$ cat src/rtl/wb_pkg.sv
// Shared types for the register-file writeback arbiter.
// Holds the request payload struct, the source enum and the default sizes.
package wb_pkg;

  localparam int WB_REG_COUNT = 32;
  localparam int WB_REG_WIDTH = 32;
  localparam int AW           = $clog2(WB_REG_COUNT);

  // One writeback request: destination register and the value to write.
  typedef struct packed {
    logic [AW-1:0]           rd;
    logic [WB_REG_WIDTH-1:0] data;
  } wb_req_t;

  typedef enum logic {
    WB_SRC_ALU = 1'b0,
    WB_SRC_LSU = 1'b1
  } wb_src_e;

endpackage

$ cat src/rtl/wb_skid_buffer.sv
// One-entry request buffer placed in front of the writeback arbiter.
// Handshake: a request transfers on a clock edge where valid & ready; ready is
// high whenever the slot is empty or its current entry is being granted, so a
// fill and a drain in the same cycle sustain one request per cycle.
// Requests to register 0 are accepted and dropped without filling the slot.
// other_older marks that the other source's buffer holds an older entry; it is
// used to keep program order between writes to the same register.
module wb_skid_buffer
  import wb_pkg::*;
(
  input  logic    clk,
  input  logic    rst,
  input  logic    valid,
  output logic    ready,
  input  wb_req_t req,
  input  logic    granted,
  input  logic    other_full,
  input  logic    other_granted,
  output logic    full,
  output wb_req_t entry,
  output logic    other_older
);

  logic capture;

  assign ready   = !full | granted;
  assign capture = valid & ready & (req.rd != '0);

  // Slot fill/drain and the age relation to the other source's slot.
  always_ff @(posedge clk) begin
    if (rst) begin
      full        <= 1'b0;
      entry       <= '0;
      other_older <= 1'b0;
    end else if (capture) begin
      full        <= 1'b1;
      entry       <= req;
      other_older <= other_full & !other_granted;
    end else begin
      if (granted) begin
        full <= 1'b0;
      end
      // Once the other entry has left, this one is the oldest in flight.
      if (other_granted) begin
        other_older <= 1'b0;
      end
    end
  end

endmodule

$ cat src/rtl/writeback_arbiter.sv
// Writeback arbiter driving the register file write port (we3/ad3/wd3).
// Two producers (ALU, LSU) each feed a one-entry skid buffer; at most one
// buffered entry is granted per cycle and loaded into the registered write port.
// Same-register entries drain oldest first (LSU first on a same-cycle tie);
// different registers alternate round-robin.
// Optional feature macro: WB_SCOREBOARD_EN adds the per-register busy bits.
module writeback_arbiter
  import wb_pkg::*;
#(
  parameter int  REG_COUNT = WB_REG_COUNT,
  parameter int  REG_WIDTH = WB_REG_WIDTH,
  localparam int ADDR_W    = $clog2(REG_COUNT)
) (
  input  logic                 clk,
  input  logic                 rst,
  input  logic                 alu_valid,
  output logic                 alu_ready,
  input  logic [ADDR_W-1:0]    alu_rd,
  input  logic [REG_WIDTH-1:0] alu_data,
  input  logic                 lsu_valid,
  output logic                 lsu_ready,
  input  logic [ADDR_W-1:0]    lsu_rd,
  input  logic [REG_WIDTH-1:0] lsu_data,
  input  logic                 issue_valid,
  input  logic [ADDR_W-1:0]    issue_rd,
  output logic [REG_COUNT-1:0] busy,
  output logic                 we3,
  output logic [ADDR_W-1:0]    ad3,
  output logic [REG_WIDTH-1:0] wd3
);

  wb_req_t alu_req, lsu_req, alu_entry, lsu_entry, gnt_req;
  logic    alu_full, lsu_full, alu_other_older, lsu_other_older;
  logic    gnt_alu, gnt_lsu, any_grant, rr_update;
  wb_src_e rr_ptr;

  assign alu_req.rd   = alu_rd;
  assign alu_req.data = alu_data;
  assign lsu_req.rd   = lsu_rd;
  assign lsu_req.data = lsu_data;

  wb_skid_buffer u_alu_buf (
    .clk           (clk),
    .rst           (rst),
    .valid         (alu_valid),
    .ready         (alu_ready),
    .req           (alu_req),
    .granted       (gnt_alu),
    .other_full    (lsu_full),
    .other_granted (gnt_lsu),
    .full          (alu_full),
    .entry         (alu_entry),
    .other_older   (alu_other_older)
  );

  wb_skid_buffer u_lsu_buf (
    .clk           (clk),
    .rst           (rst),
    .valid         (lsu_valid),
    .ready         (lsu_ready),
    .req           (lsu_req),
    .granted       (gnt_lsu),
    .other_full    (alu_full),
    .other_granted (gnt_alu),
    .full          (lsu_full),
    .entry         (lsu_entry),
    .other_older   (lsu_other_older)
  );

  // Grant selection from buffer state: age order for same rd, round-robin otherwise.
  always_comb begin
    gnt_alu   = 1'b0;
    gnt_lsu   = 1'b0;
    rr_update = 1'b0;
    if (alu_full && lsu_full) begin
      if (alu_entry.rd == lsu_entry.rd) begin
        if (alu_other_older) begin
          gnt_lsu = 1'b1;
        end else if (lsu_other_older) begin
          gnt_alu = 1'b1;
        end else begin
          gnt_lsu = 1'b1;
        end
      end else begin
        // Only contested different-rd decisions move the round-robin pointer.
        rr_update = 1'b1;
        if (rr_ptr == WB_SRC_LSU) begin
          gnt_alu = 1'b1;
        end else begin
          gnt_lsu = 1'b1;
        end
      end
    end else if (alu_full) begin
      gnt_alu = 1'b1;
    end else if (lsu_full) begin
      gnt_lsu = 1'b1;
    end
    any_grant = gnt_alu | gnt_lsu;
    gnt_req   = gnt_alu ? alu_entry : lsu_entry;
  end

  // Registered write port and round-robin pointer.
  always_ff @(posedge clk) begin
    if (rst) begin
      we3    <= 1'b0;
      ad3    <= '0;
      wd3    <= '0;
      rr_ptr <= WB_SRC_LSU;
    end else begin
      we3 <= any_grant;
      if (any_grant) begin
        ad3 <= gnt_req.rd;
        wd3 <= gnt_req.data;
      end
      if (rr_update) begin
        rr_ptr <= gnt_alu ? WB_SRC_ALU : WB_SRC_LSU;
      end
    end
  end

`ifdef WB_SCOREBOARD_EN
  logic [REG_COUNT-1:0] busy_q, busy_next;

  // Pending-write bits: grant clears first, issue sets last so set wins.
  always_comb begin
    busy_next = busy_q;
    if (any_grant) begin
      busy_next[gnt_req.rd] = 1'b0;
    end
    if (issue_valid && issue_rd != '0) begin
      busy_next[issue_rd] = 1'b1;
    end
  end

  // Scoreboard state register.
  always_ff @(posedge clk) begin
    if (rst) begin
      busy_q <= '0;
    end else begin
      busy_q <= busy_next;
    end
  end

  assign busy = busy_q;
`else
  logic unused_issue;

  assign unused_issue = ^{issue_valid, issue_rd};
  assign busy         = '0;
`endif

endmodule

$ cat config.mk
export PLATFORM = sky130hd
export DESIGN_NAME = writeback_arbiter
export DESIGN_NICKNAME = d
export VERILOG_FILES = /design/src/rtl/wb_pkg.sv /design/src/rtl/wb_skid_buffer.sv /design/src/rtl/writeback_arbiter.sv
export SDC_FILE = /design/constraint.sdc
export NUM_CORES = 1
export LEC_CHECK = 0
export BUFFER_PORTS_ARGS = -buffer_cell sky130_fd_sc_hd__buf_2
export CORE_MARGIN = 2
export CORE_UTILIZATION = 35
export CTS_CLUSTER_SIZE = 14
export DETAILED_ROUTE_END_ITERATION = 10
export GPL_ROUTABILITY_DRIVEN = 0
export PLACE_DENSITY = 0.71
export SLEW_MARGIN = 25
export SYNTH_ARGS = -nofsm -noshare
export SYNTH_HDL_FRONTEND = slang
export SYNTH_SLANG_ARGS = --single-unit
export TNS_END_PERCENT = 5
$ cat constraint.sdc
create_clock -name clk -period 1.9 [get_ports clk]
set_input_delay 0.38 -clock clk [delete_from_list [all_inputs] [get_ports clk]]
set_output_delay 0.38 -clock clk [all_outputs]
set_load 0.03 [all_outputs]
# Yosys cells after proc, flatten, opt, wreduce, memory -nomap -nowiden
# Cells that the tools add are included.
# op_classes
n_eq_ne,1
bitwise,9
mux,23
reduce_logical,11
# op_table
op,count
37-bit 2-to-1 mux,1
1-bit 2-to-1 mux,22
5-bit nonzero test,2
2-bit nonzero test,4
1-bit bitwise AND,6
5-bit equality test,1
1-bit logical NOT,4
1-bit bitwise OR,3
1-bit logical AND,1
# totals
out_inout_bits,72
wordCells,56
inputBits,84
regBits,117

# Depth between registers and ports, before layout
# depth
word_depth,8
depth_mapped,9
mapped_depth_nobuf,6

# By module
# From an unflattened synthesis, not the netlist that was laid out.
# unflattened
hier_cells,613
area_unflattened_um2,5934.4
# modules_own_cells
module,cells_each,n_inst,area_each_um2,seq_area_each_um2
wb_skid_buffer,171,2,1730.4,780.7
writeback_arbiter,271,1,2473.6,780.7

# Worst setup path after synthesis
# No wires, ideal clock.
# synth_path
path_type,register to register
from,reg u_lsu_buf.entry[32] (netlist bit)
to,reg u_alu_buf.other_older
path_stages_with_launch,7
slack_ns,-0.279
arrival_time_ns,2.045
synth_period_minus_slack_ns,2.179
cell_sequence,dfxtp_1 -> xnor2_1 -> and3_4 -> a21oi_1 -> o21ai_0 -> mux2_2 -> nor3_1
# synth_via
elab_chain_len,7
elab_cells_between_ends,12
# synth_lines
element,line_no,text
from (decl),wb_skid_buffer.sv:20,"output wb_req_t entry,"
from (signal assigned),wb_skid_buffer.sv:37,entry <= req;
5-bit equality test (*),writeback_arbiter.sv:76,if (alu_entry.rd == lsu_entry.rd) begin
1-bit 2-to-1 mux,writeback_arbiter.sv:76,
1-bit 2-to-1 mux,writeback_arbiter.sv:75,if (alu_full && lsu_full) begin
1-bit bitwise OR,wb_skid_buffer.sv:26,assign ready = !full | granted;
1-bit bitwise AND (2 in a row),wb_skid_buffer.sv:27,assign capture = valid & ready & (req.rd != '0);
1-bit 2-to-1 mux / 2-bit nonzero test (equally long branches),-,
to (signal assigned),wb_skid_buffer.sv:38,other_older <= other_full & !other_granted;
to (decl),wb_skid_buffer.sv:21,output logic other_older
# Every way passes the cells marked *; elsewhere a longest branch is shown, timed or not.
# A chain may end at the register's enable or synchronous reset.

# Final worst setup path
# layout_path
from,reg u_lsu_buf.entry[36] (netlist bit)
to,out alu_ready
# layout_via
elab_chain_len,4
# layout_lines
element,line_no,text
5-bit equality test,writeback_arbiter.sv:76,
1-bit 2-to-1 mux,writeback_arbiter.sv:76,
1-bit 2-to-1 mux,writeback_arbiter.sv:75,
1-bit bitwise OR,wb_skid_buffer.sv:26,
to (decl),writeback_arbiter.sv:17,"output logic alu_ready,"
# No other way between the ends.

==> results.json <==
{
  "status": "complete, but fails checks",
  "violations": "negative setup slack",
  "worstHoldPathType": "input port to flip-flop",
  "regArea_um2": 2360,
  "grt_pass1_wl_mm": 19.1,
  "drtIter0Drc": 172,
  "cts_buffer_depth": 2,
  "cts_root_buf": "clkbuf_16",
  "final.min_clock_period_ns": 2.07,
  "hold_end": "u_alu_buf.entry[19]",
  "min_from": "alu_data[19]",
  "final_cell_mix": "114 x buf_2, 107 x dfxtp_1, 101 x nor2_1, 70 x mux2i_1, 34 x a22oi_1",
  "max_freq_ghz": 0.484,
  "critPathMaxFanout": 3,
  "first_pass_iters": 5,
  "core_um2": 13800,
  "crit_path_end_kind": "output port",
  "initial_core_util_pct": 35.8,
  "grt_max_degree": 60,
  "worstSetupPathType": "flip-flop to output port",
  "r2r-start": "u_lsu_buf.entry[36]",
  "wl_per_cell_um": 15.3,
  "die_h_um": 123,
  "cp_data_arrival_time_ns": 1.69,
  "clock_latency_ns": 0.42,
  "power_density_nw_per_um2": 1030,
  "cts.clk_slew.worst_paths_ns": 0.05,
  "period_share_pct": 109,
  "cts-hold-fix-buffers": 0,
  "avgSynthCellArea_um2": 9.98,
  "dp_worst_setup_slack_ns": -0.247,
  "dieArea_um2": 15100,
  "holdWs_ns": 0.197,
  "postLayoutCoreUtil_pct": 48.4,
  "core.rowCount": 43,
  "max_stage_delay_ns": 0.36,
  "power_w": 0.00688,
  "peakVddDrop_uv": 623,
  "holdPathStages": 3,
  "final_max_slew_viol_count": 0,
  "netlist_instances": 496,
  "start_kind": "flip-flop",
  "worst_slack_ns": -0.166,
  "rsz0062_at_grt": "yes",
  "crit_chain": "xnor2_4 -> nand2_2 -> o21ai_2 -> and3_4 -> inv_2 -> buf_6",
  "num_antenna_cells": 0,
  "die_w_um": 123,
  "ant_nets": 0,
  "dp_hpwl_mm": 8.35,
  "r2r_slack_ns": -0.04,
  "hold_violations": 0,
  "ios": 156,
  "num-nets-final": 721,
  "fill_cells": 1257,
  "antenna_found_initial": 0,
  "cts_tree": "yes",
  "leakage_nw": 3.04,
  "cts_sinks": 117,
  "final_cell_count_no_fill": 827,
  "r2r_cells": 8,
  "synth-seq-cells": 117,
  "fin_skew_ns": 0.00983,
  "cp_slowest_cell": "dfxtp_4",
  "vias_per_cell": 4.89,
  "grt.overflow.total": 0,
  "yosysWarnings": 0,
  "syn_area_um2": 4950,
  "crit_required_ns": 1.52,
  "htree_num_levels": 4,
  "grt.total_usage_pct": 16.6,
  "drive_gt1_share_pct": 39.9,
  "syn2layout_area_growth_pct": 35.3,
  "port-buffer-count": 117,
  "routed_wl_mm": 12.7,
  "placed_cells": 789,
  "drc_errors": 0,
  "cts_buffers": 17,
  "synth_cell_types": 36,
  "multi_input_area_um2": 2450,
  "cap_violations": 0,
  "setup_viol_count_final": 32,
  "r2r_end": "wd3[17]",
  "final_common_cell": "buf_2",
  "vias": 4045,
  "yosysSeqAreaShare_pct": 47.3,
  "grt_pass1_vias": 3904
}
synth_stat cells, drive strengths merged:
master	n	area, um^2
dfxtp	117	2340
nor2	114	428
mux2i	70	701
buf	49	382
a211oi	34	355
a22oi	34	255
clkbuf	21	78.8
nand2	6	25.0
o21ai	6	30.0
xnor2	5	43.8
nor3	4	20.0
a2111oi	3	45.0
a21oi	3	15.0
and3	3	28.8
inv	3	11.3
a31oi	2	12.5
a32oi	2	17.5
and2	2	12.5
mux2	2	22.5
nand2b	2	12.5
nand3	2	10.0
o31ai	2	28.8
o32ai	2	17.5
or4	2	15.0
a21o	1	7.51
conb	1	3.75
nand4	1	6.26
nand4b	1	8.76
nor2b	1	6.26
or2	1	6.26
through the flow:
stage / cell area (um^2) / TNS [ns]
2_1_floorplan: 5060 / 0
3_3_place_gp: 5830 / -10.02
3_5_place_dp: 5830 / -10.74
4_1_cts: 6540 / -0.733
5_1_grt: 6690 / -5.51
6_report: 6690 / -0.914
critical path: cells and delay by family (launching register included):
family	cells	cell delay, ns
and+or+nand+nor	2	0.34
DFF	1	0.36
buffers and inverters	2	0.17
xor gates and xnor gates	1	0.21
AOI/OAI and AO/OA	1	0.19
final cells by class:
class	instances	area share (%)
flip-flops and latches	117	35.2
clock buffers	23	6.84
clock inverters	6	1.20
multi-input cells	337	36.6
repair buffers	161	16.6
inverters	3	0.168
well taps	180	3.36
routing by layer:
layer,up-vias,wire length (um),global-route usage [%]
met5,-,0,0
met1,1943,5370,19.6
met3,15,874,5.90
met4,0,138,6.32
li1,1963,-,-
met2,124,6290,27.5
repair_timing:
item | in CTS | in global routing
cloned | 0 | 2
buffers inserted | 8 | 0
resized for setup | 31 | 27
pin swaps | 7 | 25
endpoints found under the hold margin | 0 | 0
endpoints found under the setup margin | 26 | 105
state kept, by name, summed over array words and instances, names as in the netlist:
| name | flops |
|---|---|
| we3 | 1 |
| u_alu_buf.full | 1 |
| wd3 | 32 |
| ad3 | 5 |
| u_lsu_buf.other_older | 1 |
| rr_ptr | 1 |
| u_lsu_buf.full | 1 |
| u_alu_buf.other_older | 1 |
| u_alu_buf.entry | 37 |
| u_lsu_buf.entry | 37 |
logic make-up (layout without fill, tap and decap cells):
| family | after synthesis | count (layout) | share of synthesized area (%) |
|---|---|---|---|
| simple gates | 139 | 139 | 11.7 |
| compound gates | 89 | 89 | 15.9 |
| other cells | 1 | 32 | 0.0758 |
| buf+inv | 73 | 193 | 9.53 |
| xor+xnor | 5 | 5 | 0.885 |
| flops | 117 | 117 | 47.3 |
| mux | 72 | 72 | 14.6 |
worst max path at each step:
| stage | cells past startpoint | startpoint | end |
|---|---|---|---|
| 2_1_floorplan | 8 | lsu_rd[0] | u_lsu_buf.entry[25] |
| 4_1_cts | 5 | u_alu_buf.entry[34] | lsu_ready |
| 3_3_place_gp | 8 | lsu_rd[0] | u_lsu_buf.entry[12] |
| 3_5_place_dp | 8 | lsu_rd[0] | u_lsu_buf.entry[16] |
| 6_report | 6 | u_lsu_buf.entry[36] | alu_ready |
| 5_1_grt | 6 | u_lsu_buf.entry[36] | alu_ready |
power breakdown:
part / switching, W / leakage (nW) / internal (W) / total, W
sequential: 0.000104 / 0.968 / 0.00263 / 0.00274
clock: 0.00102 / 0.266 / 0.00192 / 0.00295
combinational: 0.000702 / 1.80 / 0.000490 / 0.00119
total: 0.00183 / 3.04 / 0.00505 / 0.00688
Note: power is estimated with default switching activity, not from simulation.
